--- config.mk ---
export PLATFORM = sky130hd
export DESIGN_NAME = key_event_queue_flat
export DESIGN_NICKNAME = d
export VERILOG_FILES = /design/src/rtl/key_event_queue_if.sv /design/src/rtl/key_event_queue.sv /design/src/flat_wrapper.sv
export SDC_FILE = /design/constraint.sdc
export NUM_CORES = 1
export LEC_CHECK = 0
export BUFFER_PORTS_ARGS = -buffer_cell sky130_fd_sc_hd__buf_2
export CELL_PAD_IN_SITES_DETAIL_PLACEMENT = 1
export CELL_PAD_IN_SITES_GLOBAL_PLACEMENT = 2
export CORE_MARGIN = 10
export CORE_UTILIZATION = 41
export CTS_CLUSTER_SIZE = 20
export DETAILED_ROUTE_END_ITERATION = 16
export PLACE_DENSITY_LB_ADDON = 0.1
export SYNTH_ARGS = -nofsm -noshare
export SYNTH_HDL_FRONTEND = slang
export SYNTH_SLANG_ARGS = --single-unit
--- constraint.sdc ---
create_clock -name clk -period 2.45 [get_ports clk]
set_input_delay 0.245 -clock clk [delete_from_list [all_inputs] [get_ports clk]]
set_output_delay 0.245 -clock clk [all_outputs]
set_load 0.01 [all_outputs]
--- src/rtl/key_event_queue_if.sv ---
// Key event queue bus: producer strobes, consumer handshake and display/status outputs.
interface key_event_queue_if #(
    parameter int unsigned DEPTH = 4
);
    localparam int unsigned CW = $clog2(DEPTH) + 1;

    logic          key_valid;
    logic [3:0]    key_code;
    logic          key_held;
    logic          q_ready;
    logic          ovf_clr;
    logic          q_valid;
    logic [3:0]    q_data;
    logic [CW-1:0] q_count;
    logic [3:0]    digit_new;
    logic [3:0]    digit_old;
    logic          overflow;

    modport master (
        output key_valid, key_code, key_held, q_ready, ovf_clr,
        input  q_valid, q_data, q_count, digit_new, digit_old, overflow
    );

    modport slave (
        input  key_valid, key_code, key_held, q_ready, ovf_clr,
        output q_valid, q_data, q_count, digit_new, digit_old, overflow
    );
endinterface

--- src/rtl/key_event_queue.sv ---
// Keypad event FIFO (first-word fall-through) with two-digit display history and sticky overflow.
// Optional macro KEY_REPEAT_FILTER_EN drops strobes until key_held has been seen low.
module key_event_queue #(
    parameter int unsigned DEPTH     = 4,
    parameter logic [3:0]  RESET_NEW = 4'h6,
    parameter logic [3:0]  RESET_OLD = 4'h1
) (
    input logic              clk,
    input logic              reset,
    key_event_queue_if.slave bus
);
    localparam int unsigned PW = $clog2(DEPTH);
    localparam int unsigned CW = PW + 1;

    logic [PW-1:0] r_wr_ptr;
    logic [PW-1:0] r_rd_ptr;
    logic [CW-1:0] r_count;
    logic          r_valid;
    logic          r_ovf;
    logic [3:0]    r_new;
    logic [3:0]    r_old;
    logic [3:0]    r_mem [DEPTH];

    logic          w_accept;
    logic          w_full;
    logic          w_pop;
    logic          w_push;
    logic          w_drop;
    logic [CW-1:0] w_count_nxt;

`ifdef KEY_REPEAT_FILTER_EN
    // Armed once key_held is seen low; the current edge counts as a sighting.
    logic r_armed;

    assign w_accept = bus.key_valid && (r_armed || !bus.key_held);

    always_ff @(posedge clk or negedge reset) begin
        if (!reset) begin
            r_armed <= 1'b1;
        end else if (w_accept) begin
            r_armed <= 1'b0;
        end else if (!bus.key_held) begin
            r_armed <= 1'b1;
        end
    end
`else
    assign w_accept = bus.key_valid;
`endif

    assign w_full = (r_count == CW'(DEPTH));
    assign w_pop  = r_valid && bus.q_ready;
    assign w_push = w_accept && (!w_full || w_pop);
    assign w_drop = w_accept && w_full && !w_pop;

    always_comb begin
        w_count_nxt = r_count;
        if (w_push && !w_pop) begin
            w_count_nxt = r_count + CW'(1);
        end else if (!w_push && w_pop) begin
            w_count_nxt = r_count - CW'(1);
        end
    end

    always_ff @(posedge clk or negedge reset) begin
        if (!reset) begin
            r_wr_ptr <= '0;
            r_rd_ptr <= '0;
            r_count  <= '0;
            r_valid  <= 1'b0;
            r_ovf    <= 1'b0;
            r_new    <= RESET_NEW;
            r_old    <= RESET_OLD;
        end else begin
            r_count <= w_count_nxt;
            r_valid <= (w_count_nxt != '0);
            if (w_push) begin
                r_wr_ptr <= r_wr_ptr + PW'(1);
            end
            if (w_pop) begin
                r_rd_ptr <= r_rd_ptr + PW'(1);
            end
            // A fresh drop wins over a same-edge clear.
            if (w_drop) begin
                r_ovf <= 1'b1;
            end else if (bus.ovf_clr) begin
                r_ovf <= 1'b0;
            end
            if (w_accept) begin
                r_old <= r_new;
                r_new <= bus.key_code;
            end
        end
    end

    // Storage carries no reset; contents are only observed while q_valid is high.
    always_ff @(posedge clk) begin
        if (w_push) begin
            r_mem[r_wr_ptr] <= bus.key_code;
        end
    end

    assign bus.q_valid   = r_valid;
    assign bus.q_data    = r_mem[r_rd_ptr];
    assign bus.q_count   = r_count;
    assign bus.digit_new = r_new;
    assign bus.digit_old = r_old;
    assign bus.overflow  = r_ovf;
endmodule

--- src/flat_wrapper.sv ---
// flat-port wrapper written by rule: the top's interface ports become plain ports
module key_event_queue_flat 
#(
    parameter int unsigned DEPTH     = 4,
    parameter logic [3:0]  RESET_NEW = 4'h6,
    parameter logic [3:0]  RESET_OLD = 4'h1
)
  (clk, reset, bus_key_valid, bus_key_code, bus_key_held, bus_q_ready, bus_ovf_clr, bus_q_valid, bus_q_data, bus_q_count, bus_digit_new, bus_digit_old, bus_overflow);
  key_event_queue_if #(.DEPTH(DEPTH)) bus_i ();
  input logic clk;
  input logic reset;
  input wire logic [$bits(bus_i.key_valid)-1:0] bus_key_valid;
  input wire logic [$bits(bus_i.key_code)-1:0] bus_key_code;
  input wire logic [$bits(bus_i.key_held)-1:0] bus_key_held;
  input wire logic [$bits(bus_i.q_ready)-1:0] bus_q_ready;
  input wire logic [$bits(bus_i.ovf_clr)-1:0] bus_ovf_clr;
  output wire logic [$bits(bus_i.q_valid)-1:0] bus_q_valid;
  output wire logic [$bits(bus_i.q_data)-1:0] bus_q_data;
  output wire logic [$bits(bus_i.q_count)-1:0] bus_q_count;
  output wire logic [$bits(bus_i.digit_new)-1:0] bus_digit_new;
  output wire logic [$bits(bus_i.digit_old)-1:0] bus_digit_old;
  output wire logic [$bits(bus_i.overflow)-1:0] bus_overflow;
  assign bus_i.key_valid = bus_key_valid;
  assign bus_i.key_code = bus_key_code;
  assign bus_i.key_held = bus_key_held;
  assign bus_i.q_ready = bus_q_ready;
  assign bus_i.ovf_clr = bus_ovf_clr;
  assign bus_q_valid = bus_i.q_valid;
  assign bus_q_data = bus_i.q_data;
  assign bus_q_count = bus_i.q_count;
  assign bus_digit_new = bus_i.digit_new;
  assign bus_digit_old = bus_i.digit_old;
  assign bus_overflow = bus_i.overflow;
  key_event_queue #(.DEPTH(DEPTH), .RESET_NEW(RESET_NEW), .RESET_OLD(RESET_OLD)) u_core (.clk(clk), .reset(reset), .bus(bus_i));
endmodule
==> key figures <==
Status
  • Outcome: complete, no violations

Yosys
  • Library cell with the largest summed area after synthesis: edfxtp_1
  • Post-synthesis cell area: 1480 µm²
  • Net count of the mapped netlist: 115
  • Flop and latch count out of synthesis: 33
  • Mapped Avg Cell Area: 15.1 µm²
  • Cell count after synthesis: 98
  • Sequential element share of the synthesized area: 61.4%
  • Main area contributors after synthesis: edfxtp_1 32%, dfrtp_1 24%, mux2_2 6.1%
  • Library cells used by synthesis: 28
  • Area fraction of the dominant cell type after synthesis: 32.4%
  • Yosys warns: 0

Cells and area
  • Number of antenna cells inserted: 0
  • Most common library cell in the layout ignoring fill and taps: buf_2
  • Fraction of layout instances using a drive strength above 1: 39.4%
  • Commonest cells after routing, fill and taps aside: 25 x buf_2, 16 x edfxtp_1, 14 x dfrtp_1, 8 x mux2_2, 7 x ha_1
  • Area of all placed cells without fillers: 1690 µm²
  • Net count reported at finish: 143
  • Layout-stage area growth over the synthesis result: 13.9%

STA
  • Share of the cycle needed by the critical path after routing: 74.8%
  • Setup TNS: 0 ps
  • Setup repair after global routing missed its margin: no
  • Fmax achieved: 0.546 GHz
  • Worst slew margin: 64.0%
  • Pin slew with the least headroom to its limit: 537 ps
  • Worst Skew: 5.14 ps
  • Number of slew-limit violations in the final report: 0
  • Number of setup violations in the final report: 0
  • Crit path time final: 1830 ps
  • Hold Fails Final Rpt: 0

CTS
  • Clock edge transition at the registers on the reported setup and hold paths: 90 ps
  • Clock sink total: 33
  • Clock tree from TritonCTS: built
  • Total setup buffers inserted after CTS: 0
  • Bufs on Longest Clock Path: 2
  • CTS root buf: clkbuf_4
  • Clock latency on the worst-skew pair: 320 ps
  • Number of clock buffers inserted by TritonCTS: 5
  • Post-cts sizing count: 0
  • H-tree depth: 2

Drt
  • Routed WL per cell: 16.5 µm
  • Number of detailed-routing iterations run before antenna repair: 4
  • Wire length after detailed routing: 2.86 mm
  • DRC viols: 0
  • Detailed-route vias per instance: 5.04
  • Antenna-violating nets left: 0
  • Vias: 872
  • Initial drt markers: 72

Global route
  • Initial antenna violation count: 0
  • Maximum number of pins on one net before global-route repair: 19
  • Grt total ovfl: 0
  • Overall fraction of global-route tracks in use: 9.68%
  • Wire length of the first global-routing pass: 4.77 mm
  • Number of global-route vias before repair: 957

Die
  • Top-level I/O count: 27
  • Cell row count: 21
  • Die span in x: 80.1 µm
  • Area of the die: 6420 µm²
  • Effective utilization at floorplan: 43.4%
  • Area of the core region: 3420 µm²
  • Die H: 80.1 µm

Worst setup path
  • Endpoint arrival time on the critical path: 1850 ps
  • CP Launch Type: flip-flop
  • Worst reg-to-reg path cell count: 4
  • Critical path capture point type: flip-flop
  • Worst endpoint required time: 2460 ps
  • Maximum fanout along the worst path: 7
  • Crit Path Category: flip-flop to flip-flop

Min path
  • Hold path cells: 2
  • Hold Crit Class: input pin to flip-flop

Power and ir drop
  • Cell area power density: 1040 nW/µm²
  • Pleak: 0.694 nW
  • VDD IR max: 402 µV

Place
  • Final Wtd Congestion: 0.740
  • Half-perimeter wire length after detailed placement: 2.17 mm
  • Buffers on Ports: 25
  • Area after detailed placement: 1630 µm²

Run
  • Max Cap Violations: 0
-- stage by stage --
step / hold slack [ps] / setup slack, ps / util [%] / total power [mW] / cells
after floorplan: -50.6 / 866 / - / 1.30 / 98
after global placement: 203 / 635 / 47.6 / 1.48 / 164
after detailed placement: 203 / 597 / 47.6 / 1.51 / 164
after CTS: 97.6 / 588 / 49.4 / 1.79 / 173
after global routing: 111 / 443 / 49.4 / 1.91 / 173
final: 112 / 617 / 49.4 / 1.75 / 173
-- routing by layer --
| layer | GRT usage [%] | vias up | part of all wire, % |
|---|---|---|---|
| met4 | 4.58 | 0 | 1.4 |
| met1 | 11.3 | 432 | 46 |
| met3 | 4.12 | 4 | 6.3 |
| met5 | 0 | - | 0 |
| li1 | - | 410 | - |
| met2 | 15.0 | 26 | 46 |
-- cell type report --
type / instances / area (µm²)
Sequential cell: 33 / 910
Clock buffer: 6 / 41.3
Clock inverter: 2 / 10.0
Fill cell: 362 / 1730
Timing Repair Buffer: 26 / 135
Inverter: 6 / 22.5
Tap cell: 46 / 57.6
Multi-Input combinational cell: 54 / 512
-- critical path: stages (launching register included) --
cell     delay, ps
dfrtp_1        440
inv_1          100
ha_1           230
a31oi_1        420
and2_1         340
-- synth_stat cells --
library cell	number
a31oi_1	1
or4b_1	1
mux2i_1	3
nand2_1	2
ha_1	7
nand4b_1	1
inv_1	6
dfrtp_1	14
buf_2	3
nor2_2	1
dfstp_2	3
nand3b_1	1
a21bo_2	1
mux4_2	4
buf_6	2
xnor2_1	5
nand2b_1	1
nand2_2	1
a311oi_1	2
nor2_1	1
nand4_1	1
mux2_2	8
edfxtp_1	16
and2_1	4
nand3_1	3
o21ai_0	3
a21oi_1	2
a31o_1	1
-- repair_timing --
| item | CTS | global route |
|---|---|---|
| hold buffers | 1 | 0 |
| endpoints found under the hold margin | 14 | 0 |
| setup endpoints to repair | 0 | 0 |
-- sequential cells by signal (all words and copies together), names as in the netlist --
name and cells:
u_core.r_wr_ptr 2, u_core.r_mem 16, u_core.bus.digit_new 4, u_core.bus.q_count 3, u_core.bus.overflow 1, u_core.bus.q_valid 1, u_core.r_rd_ptr 2, u_core.bus.digit_old 4
-- cell families (layout without fill, tap and decap cells) --
logic type / Yosys count / in the layout / share of synthesized area [%]
adder cells (fa/ha/maj): 7 / 7 / 5.91
AND/OR/NAND/NOR: 17 / 17 / 6.93
multiplexers: 15 / 15 / 14.2
AO/OA/AOI/OAI: 10 / 10 / 4.56
flip-flops: 33 / 33 / 61.4
XOR/XNOR: 5 / 5 / 2.96
buffers and inverters: 11 / 40 / 4.05
-- power by group --
part           internal (mW)  switching [mW]
Sequential             0.730           0.122
Combinational          0.304           0.322
Clock                  0.109           0.165
-- path summary, 6_finish.rpt --
check                                                          from                             endpoint  slack [ps]
worst max-delay path                u_core.bus.q_count[1]$_DFF_PN0_         u_core.r_mem[1][2]$_DFFE_PP_         620
worst min-delay path                                    bus_ovf_clr      u_core.bus.overflow$_DFFE_PN0P_         110
worst max register to register      u_core.bus.q_count[1]$_DFF_PN0_         u_core.r_mem[1][2]$_DFFE_PP_         620
worst min register to register  u_core.bus.digit_old[3]$_DFFE_PN0P_  u_core.bus.digit_old[3]$_DFFE_PN0P_         510
max in group asynchronous                                     reset  u_core.bus.digit_new[1]$_DFFE_PN1P_        1750
min in group asynchronous                                     reset         u_core.bus.q_valid$_DFF_PN0_         380
No activity file was read; power rests on OpenSTA's default activity.
